===== config.mk =====
export PLATFORM = sky130hd
export DESIGN_NAME = quad_decoder
export DESIGN_NICKNAME = d
export VERILOG_FILES = /design/src/rtl/quad_decoder_pkg.sv /design/src/rtl/quad_decoder_sync2.sv /design/src/rtl/quad_decoder.sv
export SDC_FILE = /design/constraint.sdc
export NUM_CORES = 1
export LEC_CHECK = 0
export BUFFER_PORTS_ARGS = -buffer_cell sky130_fd_sc_hd__clkbuf_2
export CAP_MARGIN = 40
export CORE_MARGIN = 2
export CORE_UTILIZATION = 45
export DETAILED_ROUTE_END_ITERATION = 16
export PLACE_DENSITY = 0.81
export SLEW_MARGIN = 0
export SYNTH_ARGS = -nofsm -noshare
export SYNTH_HDL_FRONTEND = slang
export SYNTH_SLANG_ARGS = --single-unit

===== constraint.sdc =====
create_clock -name Clock -period 3 [get_ports Clock]
set_input_delay 0.3 -clock Clock [delete_from_list [all_inputs] [get_ports Clock]]
set_output_delay 0.3 -clock Clock [all_outputs]
set_load 0.005 [all_outputs]

===== src/rtl/quad_decoder_pkg.sv =====
// ============================================================================
// quad_decoder_pkg : quadrature state constants, direction codes, transition
//                    classification shared by the decoder.
// Revision: 1.0
// ============================================================================
`default_nettype none

package quad_decoder_pkg;

  localparam logic [1:0] ST_00 = 2'b00;
  localparam logic [1:0] ST_10 = 2'b10;
  localparam logic [1:0] ST_11 = 2'b11;
  localparam logic [1:0] ST_01 = 2'b01;

  localparam logic DIR_UP = 1'b1;
  localparam logic DIR_DN = 1'b0;

  typedef enum logic [1:0] {
    TR_NONE = 2'd0,
    TR_UP   = 2'd1,
    TR_DN   = 2'd2,
    TR_ERR  = 2'd3
  } trans_e;

  // Successor of a state when rotating in the up direction.
  function automatic logic [1:0] up_next(input logic [1:0] st);
    case (st)
      ST_00:   up_next = ST_10;
      ST_10:   up_next = ST_11;
      ST_11:   up_next = ST_01;
      default: up_next = ST_00;
    endcase
  endfunction

  function automatic trans_e classify(input logic [1:0] prev, input logic [1:0] cur);
    if (prev == cur)
      classify = TR_NONE;
    else if ((prev ^ cur) == 2'b11)
      classify = TR_ERR;
    else if (up_next(prev) == cur)
      classify = TR_UP;
    else
      classify = TR_DN;
  endfunction

endpackage

`default_nettype wire


===== src/rtl/quad_decoder_sync2.sv =====
// ============================================================================
// sync2 : two-flop synchronizer with asynchronous active-low reset.
// Revision: 1.0
// ============================================================================
`default_nettype none

module sync2 (
  input  logic Clock,
  input  logic Resetn,
  input  logic d_i,
  output logic q_o
);

  logic meta_q;
  logic sync_q;

  always_ff @(posedge Clock or negedge Resetn) begin
    if (!Resetn) begin
      meta_q <= 1'b0;
      sync_q <= 1'b0;
    end else begin
      meta_q <= d_i;
      sync_q <= meta_q;
    end
  end

  assign q_o = sync_q;

endmodule

`default_nettype wire


===== src/rtl/quad_decoder.sv =====
// ============================================================================
// quad_decoder : synchronised quadrature decoder with N-bit position counter,
//                step/direction pulses and sticky illegal-transition flag.
// Revision: 1.0
// ============================================================================
`default_nettype none

module quad_decoder
  import quad_decoder_pkg::*;
#(
  parameter int N = 8
) (
  input  logic         Clock,
  input  logic         Resetn,
  input  logic         A,
  input  logic         B,
  input  logic         L,
  input  logic [N-1:0] R,
  input  logic         Clr_err,
  output logic [N-1:0] Q,
  output logic         Step,
  output logic         Dir,
  output logic         Err
);

  logic         a_s;
  logic         b_s;
  logic [1:0]   s;
  trans_e       trans;

  logic [1:0]   p_q,    p_d;
  logic         v_q,    v_d;
  logic [1:0]   warm_q, warm_d;
  logic [N-1:0] q_q,    q_d;
  logic         step_q, step_d;
  logic         dir_q,  dir_d;
  logic         err_q,  err_d;

  sync2 u_sync_a (.Clock(Clock), .Resetn(Resetn), .d_i(A), .q_o(a_s));
  sync2 u_sync_b (.Clock(Clock), .Resetn(Resetn), .d_i(B), .q_o(b_s));

  assign s = {a_s, b_s};

  always_comb begin
    p_d    = s;
    v_d    = v_q;
    warm_d = {warm_q[0], 1'b1};
    q_d    = q_q;
    step_d = 1'b0;
    dir_d  = dir_q;
    err_d  = err_q & ~Clr_err;
    trans  = TR_NONE;

    // Init completes only once the synchronizer holds a post-reset sample,
    // so the reset zeros of the sync flops are never mistaken for a state.
    if (!v_q)
      v_d = warm_q[1];
    else
      trans = classify(p_q, s);

    case (trans)
      TR_UP: begin
        step_d = 1'b1;
        dir_d  = DIR_UP;
        q_d    = q_q + N'(1);
      end
      TR_DN: begin
        step_d = 1'b1;
        dir_d  = DIR_DN;
        q_d    = q_q - N'(1);
      end
      TR_ERR:  err_d = 1'b1;
      default: ;
    endcase

    if (L)
      q_d = R;
  end

  always_ff @(posedge Clock or negedge Resetn) begin
    if (!Resetn) begin
      p_q    <= ST_00;
      v_q    <= 1'b0;
      warm_q <= 2'b00;
      q_q    <= '0;
      step_q <= 1'b0;
      dir_q  <= DIR_DN;
      err_q  <= 1'b0;
    end else begin
      p_q    <= p_d;
      v_q    <= v_d;
      warm_q <= warm_d;
      q_q    <= q_d;
      step_q <= step_d;
      dir_q  <= dir_d;
      err_q  <= err_d;
    end
  end

  assign Q    = q_q;
  assign Step = step_q;
  assign Dir  = dir_q;
  assign Err  = err_q;

endmodule

`default_nettype wire


Yosys cells after proc, flatten, opt, wreduce, memory -nomap -nowiden

Cells that the tools add are included.

Bits in registers: 20
Bits of input ports: 14
Output and inout bits: 11
Logic and storage cells: 42

Add/sub/neg operators: 2
Eq/ne operators: 8
Mux-type cells: 14
Bitwise gates (word level): 3
Reductions and logical operators: 4

Operator list:

| operator                                            | count |
|---|---|
| case mux 8 bit (2 select lines)                     | 1 |
| 2-to-1 mux 2 bit                                    | 7 |
| equality test 2 bit, second input constant          | 5 |
| adder 8 x 1 -> 8 bit, second input constant         | 1 |
| 2-to-1 mux 8 bit                                    | 1 |
| subtractor 8 x 1 -> 8 bit, second input constant    | 1 |
| case mux 2 bit (3 select lines)                     | 1 |
| equality test 2 bit                                 | 2 |
| 2-to-1 mux 1 bit                                    | 3 |
| nonzero test 3 bit                                  | 1 |
| equality test 2 x 1 -> 1 bit, second input constant | 1 |
| logical NOT 2 bit                                   | 1 |
| case mux 1 bit (2 select lines)                     | 1 |
| nonzero test 2 bit                                  | 1 |
| OR reduction 2 bit                                  | 1 |
| XOR 2 bit                                           | 1 |
| bitwise AND 1 bit                                   | 1 |
| inverter 1 bit                                      | 1 |

Logic depth before layout (Yosys ltp)

Depth in word-level cells: 13
Gate-level depth with buffers: 14
Gate-level depth less buffers: 14

By module

Synthesis repeated with hierarchy kept, for this count alone.

Cells, all modules: 104
Area, all modules: 1094.8 µm²

Modules (own cells, without submodules):

| module       | times used | cells each | area an instance (µm²) | seq. area each (µm²) |
|---|---|---|---|---|
| quad_decoder | 1          | 100        | 994.7                  | 400.4 |
| sync2        | 2          | 2          | 50.0                   | 50.0 |

Least setup slack after synthesis

Ideal clock, no wire load.

Kind: reg-to-reg
Start point: register p_q[0]
End point: register q_q[5], in the netlist Q[5]
Library setup time: 0.125 ns
Arrival time: 2.747 ns
Required time: 2.875 ns
Path slack: 0.129 ns
Cell stages (with the launch flop): 12
Buffers on the path: 0
Period minus slack after synthesis: 2.871 ns
Cells stage by stage: dfrtp_1 -> nor2b_1 -> or3b_2 -> o211a_1 -> ha_1 -> ha_1 -> a211oi_2 -> o21bai_1 -> a21oi_1 -> xor2_1 -> o21ai_0 -> mux2_2

Longest elaborated chain between the ends: 13
Elaborated cells between the ends (all ways): 20
Those cells by class: 7 x eq/ne; 10 x mux; 1 x bitwise; 2 x reduce/logical

Ends and longest elaborated chain:

| what                                                                | RTL line               | source |
|---|---|---|
| from (decl)                                                         | quad_decoder.sv:31     | `logic [1:0] p_q, p_d;` |
| from (signal assigned)                                              | quad_decoder.sv:90     | `p_q <= p_d;` |
| equality test 2 bit or logical NOT 2 bit (tied branches)            | quad_decoder_pkg.sv:27 | `case (st)` |
| case mux 2 bit (3 select lines)                                     | quad_decoder_pkg.sv:27 |  |
| 2-to-1 mux 2 bit                                                    | quad_decoder_pkg.sv:38 | `else if ((prev ^ cur) == 2'b11)` |
| 2-to-1 mux 2 bit                                                    | quad_decoder_pkg.sv:36 | `if (prev == cur)` |
| 2-to-1 mux 2 bit                                                    | quad_decoder.sv:56     | `if (!v_q)` |
| equality test 2 bit                                                 | quad_decoder_pkg.sv:40 | `else if (up_next(prev) == cur)` |
| 2-to-1 mux 2 bit                                                    | quad_decoder_pkg.sv:40 |  |
| 2-to-1 mux 2 bit                                                    | quad_decoder_pkg.sv:38 |  |
| 2-to-1 mux 2 bit (*)                                                | quad_decoder_pkg.sv:36 |  |
| 2-to-1 mux 2 bit (*)                                                | quad_decoder.sv:56     |  |
| equality test 2 bit or equality test 2 x 1 -> 1 bit (tied branches) | quad_decoder.sv:61     | `case (trans)` |
| case mux 8 bit (2 select lines)                                     | quad_decoder.sv:61     |  |
| 2-to-1 mux 8 bit                                                    | quad_decoder.sv:76     | `if (L)` |
| to (signal assigned)                                                | quad_decoder.sv:93     | `q_q <= q_d;` |
| to (decl)                                                           | quad_decoder.sv:34     | `logic [N-1:0] q_q, q_d;` |

Mark *: on every way between the ends. The rest lies on a longest branch, timed or not. The select of a mux whose other input is x is not followed.
A chain may end at the register's enable or synchronous reset.

Final worst setup path

Same ends and word-level chain as after synthesis.

==> results.json <==
{
  "maxSlewViolCount": 0,
  "cts_buffers": 3,
  "final_layout_size_suffix_gt1_share_pct": 35.0,
  "grt_first_pass_wirelength_um": 3640,
  "tns_ns": 0,
  "syn_avg_cell_area_um2": 10.4,
  "drc_errors": 0,
  "wl_met2_um": 1010,
  "status": "complete, no violations",
  "period_needed_ns": 2.90,
  "tritoncts": "done",
  "top_layer": "met4",
  "hold_viol": 0,
  "clk-insertion-delay-late_ns": 0.30,
  "synth_cell_type_count": 29,
  "critPathLaunchType": "register",
  "initial_utilization_pct": 48.8,
  "antenna_found_initial": 0,
  "fin_hold_ws_ns": 0.101,
  "synth_nets": 130,
  "place_area_um2": 1260,
  "rows": 17,
  "syn_to_final_growth_pct": 23.4,
  "syn-instance-count": 106,
  "synth-edff-count": 0,
  "worstSetupPathType": "reg -> reg",
  "mostFrequentLayoutCells": "clkbuf_2, dfrtp_1, nand2_1",
  "peakVddDrop_v": 0.000421,
  "wire_per_inst_um": 12.4,
  "root_buffer": "clkbuf_4",
  "synth-async-reset-ratio_pct": 100,
  "finalCritPeriodShare_pct": 96.7,
  "vias_per_cell": 5.12,
  "grt.total_usage_pct": 18.3,
  "vias": 844,
  "setup_violations": 0,
  "globalRouteOverflowTotal": 0,
  "wl_met3_um": 87,
  "finalNonFillerCells": 165,
  "synth_ff_type": "dfrtp_1",
  "fmax_mhz": 345,
  "placedCellCount": 158,
  "powerDensity_nw_per_um2": 663,
  "fillers": 190,
  "grt_pass1_vias": 857,
  "stdcell_area_um2": 1360,
  "layout_commonest_cell": "clkbuf_2",
  "endpoint_kind": "register",
  "die_h_um": 53.5,
  "die_w_um": 53.5,
  "port-buffer-count": 24,
  "first_pass_iters": 4,
  "detail-route-antenna-nets": 0,
  "n_antenna_cell": 0,
  "p_leak_nw": 0.681,
  "syn_area_um2": 1100,
  "fin_ws_ns": 0.0991,
  "dieArea_um2": 2860,
  "hold_path.class": "in -> reg",
  "clock-skew-final_ns": 0.00396,
  "dr.first_iter.drc_count": 5,
  "htreeDepth": 1,
  "crit_required_ns": 3.20,
  "place_ws_ns": 0.0434,
  "worst-path-max-fanout": 5,
  "synth-seq-cells": 20,
  "grt_max_degree": 21,
  "cap_violations": 0,
  "yosys_warnings": 0,
  "hpwl_um": 1550,
  "ys_seq_area_share_pct": 45.5,
  "ctsLongestPathBuffers": 2,
  "worst_ep_arrival_time_ns": 3.10,
  "core_um2": 2250,
  "place.gp.congestion": 0.848,
  "wl_met1_um": 901,
  "clk_pin_slew_ns": 0.12,
  "cts.sinks": 20,
  "num-nets-final": 162,
  "finalWirelength_um": 2040,
  "io_pins": 25
}
-- per-layer routing --
metal	up-vias	GRT usage, %
li1	421	-
met1	399	20.6
met2	20	32.5
met3	4	3.39
met4	0	8.97
met5	-	0
-- what timing repair did --
action	4_1_cts	5_1_grt
hold buffers	1	0
pin swaps	0	2
hold endpoints to repair	20	0
gates resized for setup	0	6
setup buffers	2	0
setup endpoints to repair	1	2
-- registers in the layout (all words and copies together), names as in the netlist --
register         flops
u_sync_b.meta_q      1
Dir                  1
Step                 1
u_sync_a.q_o         1
v_q                  1
warm_q               2
u_sync_b.q_o         1
u_sync_a.meta_q      1
Err                  1
Q                    8
p_q                  2
-- worst max-delay path, stage by stage (launching register included) --
cell and delay, ns:
dfrtp_1 0.41, nor2b_1 0.15, or3b_2 0.46, o211a_1 0.17, ha_2 0.21, ha_1 0.30
a211oi_2 0.25, o21bai_1 0.13, a21oi_2 0.14, xor2_1 0.16, o21ai_0 0.13, mux2_2 0.28
-- where the power goes --
part / switching (mW) / total (mW) / internal (mW) / leakage, nW
Combinational: 0.168 / 0.336 / 0.168 / 0.422
Clock: 0.0861 / 0.221 / 0.135 / 0.0279
Sequential: 0.0321 / 0.344 / 0.312 / 0.231
-- Yosys cell counts (2+ instances only) --
master	instances	area, um^2
inv_1	10	37.5
xnor2_1	4	35.0
dfrtp_1	20	500
nor3_1	2	10.0
a21oi_1	4	20.0
a21o_1	3	22.5
xor2_1	3	26.3
mux2_2	7	78.8
clkbuf_1	2	7.51
nand2_1	11	41.3
nor2b_1	2	12.5
o21ai_0	9	45.0
o211ai_1	2	15.0
nor2_1	4	15.0
ha_1	9	113
-- cell type report --
cell class | count | area [um^2] | area share [%]
clock buffers | 3 | 22.5 | 1.66
flip-flops and latches | 20 | 500 | 36.8
multi-input cells | 74 | 573 | 42.2
repair buffers | 29 | 160 | 11.8
clock inverters | 1 | 30.0 | 2.21
inverters | 10 | 37.5 | 2.76
well taps | 28 | 35.0 | 2.58
-- worst paths after layout --
kind | startpoint | to | slack [ns] | depth (start not counted)
setup / recovery | p_q[0] | Q[5] | 0.1 | 11
hold reg to reg | warm_q[0] | warm_q[1] | 0.36 | 0
setup reg to reg | p_q[0] | Q[5] | 0.1 | 11
hold / removal | B | u_sync_b.meta_q | 0.10 | 1
min in group asynchronous | Resetn | p_q[0] | 0.48 | 2
max in group asynchronous | Resetn | p_q[1] | 2.19 | 2
-- per-stage QoR --
step	total power, mW	utilization (%)
floorplan	0.569	-
global placement	0.654	56.0
detailed placement	0.666	56.0
CTS	0.895	59.5
global route	0.968	60.3
finish	0.901	60.3
-- cells by family (layout without fill, tap and decap cells) --
kind of cell,after synthesis,count (layout),synth area share (%)
AND/OR/NAND/NOR,24,24,10.1
multiplexers,8,8,8.07
adder cells (fa/ha/maj),10,10,12.0
other,1,1,0.341
AO/OA/AOI/OAI,24,24,14.3
flip-flops,20,20,45.5
XOR/XNOR,7,7,5.57
buffers and inverters,12,43,4.09
No activity file was read; power rests on OpenSTA's default activity.
